### src/rtl/lcd_timing_gen_pkg.sv
// Shared types for the LCD timing generator: register map, per-axis timing and full config.
package lcd_timing_pkg;

    // Timing fields are held at a fixed width; writes are masked to the axis width.
    localparam int AXIS_W = 16;
    localparam int TOT_W  = AXIS_W + 2;

    typedef enum logic [3:0] {
        ADDR_H_ACTIVE = 4'd0,
        ADDR_H_FP     = 4'd1,
        ADDR_H_SW     = 4'd2,
        ADDR_H_BP     = 4'd3,
        ADDR_V_ACTIVE = 4'd4,
        ADDR_V_FP     = 4'd5,
        ADDR_V_SW     = 4'd6,
        ADDR_V_BP     = 4'd7,
        ADDR_POL      = 4'd8,
        ADDR_LINE     = 4'd9,
        ADDR_COMMIT   = 4'd10
    } cfg_addr_e;

    typedef struct packed {
        logic [AXIS_W-1:0] active;
        logic [AXIS_W-1:0] fp;
        logic [AXIS_W-1:0] sw;
        logic [AXIS_W-1:0] bp;
    } axis_timing_t;

    typedef struct packed {
        axis_timing_t h;
        axis_timing_t v;
        logic         hs_pol;
        logic         vs_pol;
    } timing_cfg_t;

    function automatic logic [TOT_W-1:0] axis_total(input axis_timing_t a);
        return TOT_W'(a.active) + TOT_W'(a.fp) + TOT_W'(a.sw) + TOT_W'(a.bp);
    endfunction

    function automatic axis_timing_t mk_axis(input int act, input int fp, input int sw, input int bp);
        axis_timing_t a;
        a.active = AXIS_W'(act);
        a.fp     = AXIS_W'(fp);
        a.sw     = AXIS_W'(sw);
        a.bp     = AXIS_W'(bp);
        return a;
    endfunction

endpackage

### src/rtl/lcd_timing_gen_axis.sv
// One timing axis: wrapping counter plus active-region and sync-region decode of the current count.
import lcd_timing_pkg::*;

module lcd_timing_axis #(
    parameter int W = 11
) (
    input  logic             CLK_PXCLK,
    input  logic             RESET,
    input  logic             en,
    input  axis_timing_t     cfg,
    output logic [W-1:0]     cnt,
    output logic [TOT_W-1:0] total,
    output logic             last,
    output logic             wrap,
    output logic             in_active,
    output logic             in_sync
);

    logic [TOT_W-1:0] cnt_w;
    logic [TOT_W-1:0] sync_start;
    logic [TOT_W-1:0] sync_end;

    always_comb begin
        cnt_w      = TOT_W'(cnt);
        total      = axis_total(cfg);
        sync_start = TOT_W'(cfg.active) + TOT_W'(cfg.fp);
        sync_end   = sync_start + TOT_W'(cfg.sw);
        // >= keeps the counter bounded even if it were ever past the end
        last       = (cnt_w >= total - TOT_W'(1));
        wrap       = en & last;
        in_active  = (cnt_w < TOT_W'(cfg.active));
        in_sync    = (cnt_w >= sync_start) && (cnt_w < sync_end);
    end

    always_ff @(posedge CLK_PXCLK) begin
        if (RESET)
            cnt <= '0;
        else if (en)
            cnt <= last ? '0 : cnt + W'(1);
    end

endmodule

### src/rtl/lcd_timing_gen.sv
// LCD/RGB timing generator: staged, frame-atomic config; registered sync/DE/coords and frame events.
import lcd_timing_pkg::*;

module lcd_timing_gen #(
    parameter int X_BITS        = 11,
    parameter int Y_BITS        = 11,
    parameter int FRAME_BITS    = 16,
    parameter int PREFETCH_LEAD = 16,
    parameter int DEF_H_ACTIVE  = 800,
    parameter int DEF_H_FP      = 12,
    parameter int DEF_H_SW      = 29,
    parameter int DEF_H_BP      = 13,
    parameter int DEF_V_ACTIVE  = 480,
    parameter int DEF_V_FP      = 8,
    parameter int DEF_V_SW      = 9,
    parameter int DEF_V_BP      = 23,
    parameter bit DEF_HS_POL    = 1'b0,
    parameter bit DEF_VS_POL    = 1'b0
) (
    input  logic                  CLK_PXCLK,
    input  logic                  RESET,
    input  logic                  CFG_WE,
    input  logic [3:0]            CFG_ADDR,
    input  logic [15:0]           CFG_WDATA,
    output logic                  CFG_PENDING,
    output logic                  CFG_ERR,
    output logic                  HSYNC,
    output logic                  VSYNC,
    output logic                  DE,
    output logic [X_BITS-1:0]     X,
    output logic [Y_BITS-1:0]     Y,
    output logic                  BEFORE_FRAME,
    output logic                  AFTER_FRAME,
    output logic                  LINE_EVT,
    output logic [FRAME_BITS-1:0] FRAME_CNT
);

    localparam timing_cfg_t DEF_CFG = '{
        h:      mk_axis(DEF_H_ACTIVE, DEF_H_FP, DEF_H_SW, DEF_H_BP),
        v:      mk_axis(DEF_V_ACTIVE, DEF_V_FP, DEF_V_SW, DEF_V_BP),
        hs_pol: DEF_HS_POL,
        vs_pol: DEF_VS_POL
    };
    localparam logic [AXIS_W-1:0] X_MASK = AXIS_W'((1 << X_BITS) - 1);
    localparam logic [AXIS_W-1:0] Y_MASK = AXIS_W'((1 << Y_BITS) - 1);
    localparam logic [TOT_W-1:0]  X_LIM  = TOT_W'(1 << X_BITS);
    localparam logic [TOT_W-1:0]  Y_LIM  = TOT_W'(1 << Y_BITS);
    localparam logic [TOT_W-1:0]  LEAD   = TOT_W'(PREFETCH_LEAD);

    timing_cfg_t       act;
    timing_cfg_t       stg;
    logic [Y_BITS-1:0] line_match;

    logic [X_BITS-1:0] x;
    logic [Y_BITS-1:0] y;
    logic [TOT_W-1:0]  h_total, v_total;
    logic              h_last, h_wrap, h_act, h_sync;
    logic              v_last, v_wrap, v_act, v_sync;

    lcd_timing_axis #(.W(X_BITS)) u_h (
        .CLK_PXCLK (CLK_PXCLK),
        .RESET     (RESET),
        .en        (1'b1),
        .cfg       (act.h),
        .cnt       (x),
        .total     (h_total),
        .last      (h_last),
        .wrap      (h_wrap),
        .in_active (h_act),
        .in_sync   (h_sync)
    );

    lcd_timing_axis #(.W(Y_BITS)) u_v (
        .CLK_PXCLK (CLK_PXCLK),
        .RESET     (RESET),
        .en        (h_wrap),
        .cfg       (act.v),
        .cnt       (y),
        .total     (v_total),
        .last      (v_last),
        .wrap      (v_wrap),
        .in_active (v_act),
        .in_sync   (v_sync)
    );

    // v only advances on h wrap, so its wrap is exactly the frame boundary
    logic frame_bnd;
    logic commit_now;
    logic stg_ok;
    logic [TOT_W-1:0] stg_htot, stg_vtot;

    always_comb begin
        frame_bnd  = v_wrap;
        commit_now = CFG_WE && (CFG_ADDR == ADDR_COMMIT);
        stg_htot   = axis_total(stg.h);
        stg_vtot   = axis_total(stg.v);
        stg_ok     = (stg.h.active != '0) && (stg.v.active != '0) &&
                     (stg.h.sw != '0) && (stg.v.sw != '0) &&
                     (stg_htot <= X_LIM) && (stg_vtot <= Y_LIM) &&
                     (LEAD < stg_htot);
    end

    always_ff @(posedge CLK_PXCLK) begin
        if (RESET) begin
            act         <= DEF_CFG;
            stg         <= DEF_CFG;
            line_match  <= '0;
            CFG_PENDING <= 1'b0;
            CFG_ERR     <= 1'b0;
        end else begin
            if (CFG_WE) begin
                CFG_ERR <= 1'b0;
                case (CFG_ADDR)
                    ADDR_H_ACTIVE: stg.h.active <= CFG_WDATA & X_MASK;
                    ADDR_H_FP:     stg.h.fp     <= CFG_WDATA & X_MASK;
                    ADDR_H_SW:     stg.h.sw     <= CFG_WDATA & X_MASK;
                    ADDR_H_BP:     stg.h.bp     <= CFG_WDATA & X_MASK;
                    ADDR_V_ACTIVE: stg.v.active <= CFG_WDATA & Y_MASK;
                    ADDR_V_FP:     stg.v.fp     <= CFG_WDATA & Y_MASK;
                    ADDR_V_SW:     stg.v.sw     <= CFG_WDATA & Y_MASK;
                    ADDR_V_BP:     stg.v.bp     <= CFG_WDATA & Y_MASK;
                    ADDR_POL: begin
                        stg.hs_pol <= CFG_WDATA[0];
                        stg.vs_pol <= CFG_WDATA[1];
                    end
                    ADDR_LINE:     line_match   <= CFG_WDATA[Y_BITS-1:0];
                    default: ;
                endcase
            end
            // Apply is the last word on CFG_ERR this cycle, so a rejection is never masked
            if (frame_bnd && (CFG_PENDING || commit_now)) begin
                CFG_PENDING <= 1'b0;
                if (stg_ok)
                    act <= stg;
                else
                    CFG_ERR <= 1'b1;
            end else if (commit_now) begin
                CFG_PENDING <= 1'b1;
            end
        end
    end

    always_ff @(posedge CLK_PXCLK) begin
        if (RESET) begin
            X            <= '0;
            Y            <= '0;
            DE           <= 1'b0;
            HSYNC        <= ~DEF_HS_POL;
            VSYNC        <= ~DEF_VS_POL;
            BEFORE_FRAME <= 1'b0;
            AFTER_FRAME  <= 1'b0;
            LINE_EVT     <= 1'b0;
            FRAME_CNT    <= '0;
        end else begin
            X            <= x;
            Y            <= y;
            DE           <= h_act & v_act;
            HSYNC        <= h_sync ^ ~act.hs_pol;
            VSYNC        <= v_sync ^ ~act.vs_pol;
            BEFORE_FRAME <= v_last && (TOT_W'(x) == h_total - LEAD);
            AFTER_FRAME  <= (TOT_W'(x) == TOT_W'(act.h.active) - TOT_W'(1)) &&
                            (TOT_W'(y) == TOT_W'(act.v.active) - TOT_W'(1));
            LINE_EVT     <= (x == '0) && (y == line_match);
            if (frame_bnd)
                FRAME_CNT <= FRAME_CNT + FRAME_BITS'(1);
        end
    end

endmodule

### config.mk
export PLATFORM = sky130hd
export DESIGN_NAME = lcd_timing_gen
export DESIGN_NICKNAME = d
export VERILOG_FILES = /design/src/rtl/lcd_timing_gen_pkg.sv /design/src/rtl/lcd_timing_gen_axis.sv /design/src/rtl/lcd_timing_gen.sv
export SDC_FILE = /design/constraint.sdc
export NUM_CORES = 1
export LEC_CHECK = 0
export BUFFER_PORTS_ARGS = -buffer_cell sky130_fd_sc_hd__buf_4
export CORE_MARGIN = 4
export CORE_UTILIZATION = 60
export CTS_CLUSTER_SIZE = 24
export DETAILED_ROUTE_END_ITERATION = 10
export PLACE_DENSITY_LB_ADDON = 0.25
export SETUP_SLACK_MARGIN = 0.1
export SLEW_MARGIN = 40
export SYNTH_ARGS = -nofsm -noshare
export SYNTH_HDL_FRONTEND = slang
export SYNTH_SLANG_ARGS = --single-unit
### constraint.sdc
create_clock -name CLK_PXCLK -period 6.6 [get_ports CLK_PXCLK]
set_input_delay 0 -clock CLK_PXCLK [delete_from_list [all_inputs] [get_ports CLK_PXCLK]]
set_output_delay 0 -clock CLK_PXCLK [all_outputs]
set_load 0.1 [all_outputs]
==> impl_metrics.toml, run 1 <==
[synth]
synth_edf_count = 0
syn_area_per_cell_um2 = 8.549
yosysWarnings = 0
yosysMostFrequentCell = "nand2_1"
netlist_top_cells_count = "nand2_1 (284), dfxtp_1 (259), ha_1 (202)"
synth_top_area_share_pct = 28.29
syn_inst = 2144
syn_area_um2 = 18330
synth_top_area_cell = "dfxtp_1"
ys.flop_type = "dfxtp_1"
synth-seq-area-share_pct = 28.29
synth-seq-cells = 259
synthArstFlopShare_pct = 0
syn_nets = 2419
ys_types = 75
ys_top_cells_by_area = "dfxtp_1 (28%), ha_1 (14%), mux2i_1 (8.1%)"

[floorplan]
die_x_um = 182.8
num_rows = 63
start_util_pct = 61.35
ios = 69
die_y_um = 182.8
die_area_um2 = 33410
core_um2 = 29870

[worst_setup_path]
crit_path_end_kind = "flip-flop"
slowest_stage = "ha_2"
reg2reg_depth = 30
crit_path_max_fanout = 8
path_class = "reg2reg"
ff2ff_setup_slack_ns = 0.40
reg2reg_from = "act[98]"
slowest_delay_ns = 0.40
arrival_ns = 6.65
path_common_cell = "a21oi_2"
rr_endpoint = "act[114]"
startpoint_type = "flip-flop"
critPathRequiredTime_ns = 7.05

[global_route]
grt_pass1_vias = 14870
grt_max_degree = 110
grt-ovfl-total = 0
antenna_found_initial = 0
track_usage_pct = 28.15
grt_pass1_wl_um = 77350

[clock_tree]
clockBufferDepth = 3
cts_buffers = 27
path_clk_slew_ns = 0.07
htreeDepth = 1
cts_sinks = 259
worstSkewPairLatency_ns = 0.54
cts_tree = "yes"
clock-root-buffer = "clkbuf_16"

[min_path]
hold_depth = 4
holdPathEnd = "CFG_ERR"
hp-start = "CFG_WE"
timing.hold.worst.class = "in2reg"

[detailed_routing]
viasPerCell = 6.015
ant_nets = 0
route.detailed.drc = 0
firstDrtPassIters = 6
routed_wl_um = 49130
first_iter_violations = 1208
vias = 15690
avgRoutedWirePerCell_um = 18.84

[place]
port_buffers = 63
hpwlAfterDp_um = 35600
dpl-instance-area_um2 = 19100
place_congestion = 0.9144

[cells_and_area]
diodes = 0
drive_gt1_share_pct = 10.60
final_util_pct = 69.25
syn_to_final_growth_pct = 12.87
nNetsFinal = 2473
fillCellCount = 2311
fin_area_um2 = 20690

[sta]
rsz0062_at_grt = "no"
hold_viol_final = 0
min_period_ns = 6.199
final.setup_skew_ns = 0.01742
worst_slew_pin_slew_ns = 0.8498
finalSetupViolations = 0
finalMaxSlewViolations = 0
min_period_over_period_pct = 93.93
max_freq_mhz = 161.3
slew_headroom_pct = 43.34

[pwr]
power_mw = 3.362
power_density_nw_per_um2 = 162.5
leakagePower_nw = 8.567
ir_drop_v = 0.0001530

[job]
cap_violations = 0

[outcome]
outcome = "completed"
kinds of logic (layout without fill, tap and decap cells):
| logic type | count (synthesis) | after routing | share of synthesized area [%] |
|---|---|---|---|
| muxes | 154 | 154 | 8.444 |
| xor gates and xnor gates | 135 | 135 | 6.492 |
| DFF | 259 | 259 | 28.29 |
| buffers and inverters | 236 | 310 | 5.338 |
| adders and majority gates | 252 | 252 | 19.25 |
| and+or+nand+nor | 710 | 710 | 17.95 |
| AOI/OAI and AO/OA | 398 | 398 | 14.24 |
registers in the layout, summed over array words and instances, names as in the netlist:
| signal | count |
|---|---|
| act | 90 |
| stg | 90 |
| FRAME_CNT | 16 |
| X | 11 |
| Y | 11 |
| line_match | 11 |
| u_h.cnt | 11 |
| u_v.cnt | 11 |
| AFTER_FRAME | 1 |
| BEFORE_FRAME | 1 |
| CFG_ERR | 1 |
| CFG_PENDING | 1 |
| DE | 1 |
| HSYNC | 1 |
| LINE_EVT | 1 |
| VSYNC | 1 |
metal layers:
| layer | part of all wire [%] | track usage, % | vias up |
|---|---|---|---|
| li1 | - | - | 7596 |
| met1 | 45 | 41.13 | 7419 |
| met2 | 44 | 43.86 | 583 |
| met3 | 7.9 | 4.304 | 89 |
| met4 | 2.7 | 7.390 | 0 |
| met5 | 0 | 0 | - |
through the flow:
step	setup WS [ns]	instances	setup TNS (ns)	hold WS (ns)
after floorplan	0.6774	2144	0	0.1774
after global placement	0.1048	2521	0	0.2945
after detailed placement	-0.1115	2522	-5.934	0.2958
after CTS	0.05627	2589	0	0.2783
after global routing	0.01287	2608	0	0.3359
final	0.4005	2608	0	0.3041
critical path, delay by kind of cell, from the launching register on:
family	cells	cell delay, ns
AOI/OAI and AO/OA	13	2.05
adders and majority gates	5	1.74
and+or+nand+nor	5	0.84
buffers and inverters	3	0.48
muxes	2	0.42
DFF	1	0.32
xor gates and xnor gates	2	0.25
where the power goes:
group	switching (mW)	internal, mW	leakage, nW
clock	0.647	0.879	0.431
sequential	0.0190	1.58	2.09
combinational	0.151	0.0907	6.04
cell type report:
type | count | area [µm²] | share of cell area, %
clock buffers | 37 | 753.2 | 3.641
repair buffers | 127 | 1182 | 5.715
inverters | 134 | 505.5 | 2.443
flip-flops and latches | 259 | 5187 | 25.07
well taps | 390 | 488.0 | 2.359
multi-input cells | 1649 | 12450 | 60.16
clock inverters | 12 | 125.1 | 0.6048
how the worst max path moves through the flow:
stage | start | end
2_1_floorplan | act[114] | FRAME_CNT[6]
3_3_place_gp | act[98] | act[114]
3_5_place_dp | act[98] | act[120]
4_1_cts | act[50] | act[40]
5_1_grt | act[50] | act[107]
6_report | act[98] | act[114]
timing repair:
item,in CTS,in global routing
buffers inserted,1,12
cloned,0,7
resized for setup,8,58
setup endpoints to repair,125,130
pin swaps,1,13
hold buffers,17,0
endpoints found under the hold margin,110,0
cell usage in the layout, fill, tap and decap left out, drive strengths merged, types with 9 or more instances in the layout:
cell and count:
xor2 41, inv 135, a31oi 10, nor3b 9, nand2b 19, nand2 284, nor2 165, fa 50
a21o 33, nor4 22, buf 105, xnor2 94, dlygate4sd3 17, dfxtp 259, o21a 27, ha 202
clkbuf 42, o31ai 21, mux2i 149, a21oi 135, nand3 53, o21ai 66, nor2b 31, and3 11
a211oi 15, nor3 46, o211ai 15, o21bai 18, or4 24, nand4 15
Note: power is estimated with default switching activity, not from simulation.
==> run 2: changes to the inputs <==
- CORE_UTILIZATION: 60 -> 50
==> run 2 against run 1 <==
Compared with the run above:
- utilization fell by 11 points
- sequential share of layout area fell by 0.34 points
- maximum frequency rose by 0.41%
- critical path type unchanged
- cell area rose by 1.3%
==> impl_metrics.toml, run 2 (same netlist as run 1, synthesis figures left out) <==
[outcome]
outcome = "completed"

[detailed_routing]
ant_nets = 0
route.detailed.drc = 0
first_iter_violations = 808
firstDrtPassIters = 5
viasPerCell = 5.769
vias = 15500
avgRoutedWirePerCell_um = 18.40
routed_wl_um = 49410

[place]
place_congestion = 0.9176
hpwlAfterDp_um = 36610
dpl_worst_slack_ns = -0.1708
dp.cells = 2598
port_buffers = 63

[clock_tree]
cts_tree = "yes"
path_clk_slew_ns = 0.06
worstSkewPairLatency_ns = 0.54
htreeDepth = 1
clockBufferDepth = 3
clock-root-buffer = "clkbuf_16"
cts_buffers = 28
cts_sinks = 259

[pwr]
ir_drop_v = 0.0001856
power_mw = 3.504
leakagePower_nw = 8.644
power_density_nw_per_um2 = 167.1

[cells_and_area]
fin_cells = 2686
mostFrequentLayoutCells = "nand2_1 (284), dfxtp_1 (258), ha_1 (192)"
mostFrequentLayoutCell = "nand2_1"
final_util_pct = 58.52
nNetsFinal = 2479
fillCellCount = 3090
reg_top3 = "act (90), stg (90), FRAME_CNT (16)"
drive_gt1_share_pct = 11.37
syn_to_final_growth_pct = 14.39
diodes = 0

[sta]
worst_slew_pin_slew_ns = 0.8013
worst_slack_ns = 0.4259
slew_headroom_pct = 46.58
fin_hold_ws_ns = 0.3004
min_period_over_period_pct = 93.55
hold_viol_final = 0
final.setup_skew_ns = 0.01090
min_period_ns = 6.174
max_freq_mhz = 162.0
finalSetupViolations = 0
finalMaxSlewViolations = 0

[floorplan]
core_um2 = 35830
die_area_um2 = 39780
num_rows = 69
die_y_um = 199.5
die_x_um = 199.5
ios = 69
start_util_pct = 51.16

[worst_setup_path]
startpoint_type = "flip-flop"
crit_path_max_fanout = 8
critPathRequiredTime_ns = 7.06
slowest_delay_ns = 0.38
path_buf_inv = 3
crit_path_end_kind = "flip-flop"
slowest_stage = "ha_1"
cpLargestDelayFamily = "compound AO/OA/AOI/OAI gates"
arrival_ns = 6.64
path_class = "reg2reg"

[global_route]
track_usage_pct = 24.30
grt_max_degree = 105
grt_pass1_vias = 14920
grt_pass1_wl_um = 78800
antenna_found_initial = 0
grt-ovfl-total = 0

[min_path]
timing.hold.worst.class = "in2reg"

[job]
cap_violations = 0
[run 2: changes by cell type in the layout (fill, tap and decap cells not counted), sizes merged]
cell,delta
clkinvlp,-1
buf,+4
bufinv,+1
clkinv,-2
clkbuf,+2
dlygate4sd3,+3
[run 2: per-layer routing]
metal	vias to the layer above	part of all wire [%]	global-route usage (%)
met2	412	44	37.84
met5	-	0	0
li1	7608	-	-
met4	0	2.7	5.987
met3	68	5.3	2.731
met1	7407	48	36.16
[run 2: power by group]
| part | total, mW | leakage (nW) | internal (mW) | switching [mW] |
|---|---|---|---|---|
| combinational | 0.241 | 6.06 | 0.0909 | 0.151 |
| clock | 1.67 | 0.493 | 1.02 | 0.647 |
| sequential | 1.60 | 2.09 | 1.58 | 0.0192 |
[run 2: worst min-delay path, stage by stage]
cell           delay (ns)
dlygate4sd3_1        0.52
buf_4                0.11
nand2b_1             0.09
a21oi_1              0.06
[run 2: metrics by stage]
step / setup TNS, ns / instance area, µm²
after floorplan: 0 / 18330
after global placement: 0 / 19200
after detailed placement: -11.31 / 19220
after CTS: 0 / 20480
after global routing: -0.001737 / 20970
final: 0 / 20970
[run 2: area by class of cell]
class / count / area [µm²] / area share, %
clock buffer: 41 / 860.8 / 4.106
inverter: 134 / 505.5 / 2.411
timing repair buffer: 132 / 1175 / 5.604
sequential: 259 / 5186 / 24.74
multi-input combinational: 1649 / 12520 / 59.73
clock inverter: 10 / 138.9 / 0.6624
tap: 461 / 576.8 / 2.751
[run 2: path summary, 6_finish.rpt]
kind	from	to	slack, ns	cells after the start
worst min register to register	act[108]	act[108]	0.47	2
worst max register to register	act[98]	act[105]	0.43	31
worst max-delay path	act[98]	act[105]	0.43	31
worst min-delay path	CFG_WE	CFG_ERR	0.30	4
[run 2: repair_timing]
item / in CTS / in global routing
resized for setup: 9 / 66
cloned: 0 / 4
hold buffers: 20 / 0
hold endpoints to repair: 125 / 0
endpoints found under the setup margin: 125 / 131
pin swaps: 1 / 21
buffers inserted: 1 / 12
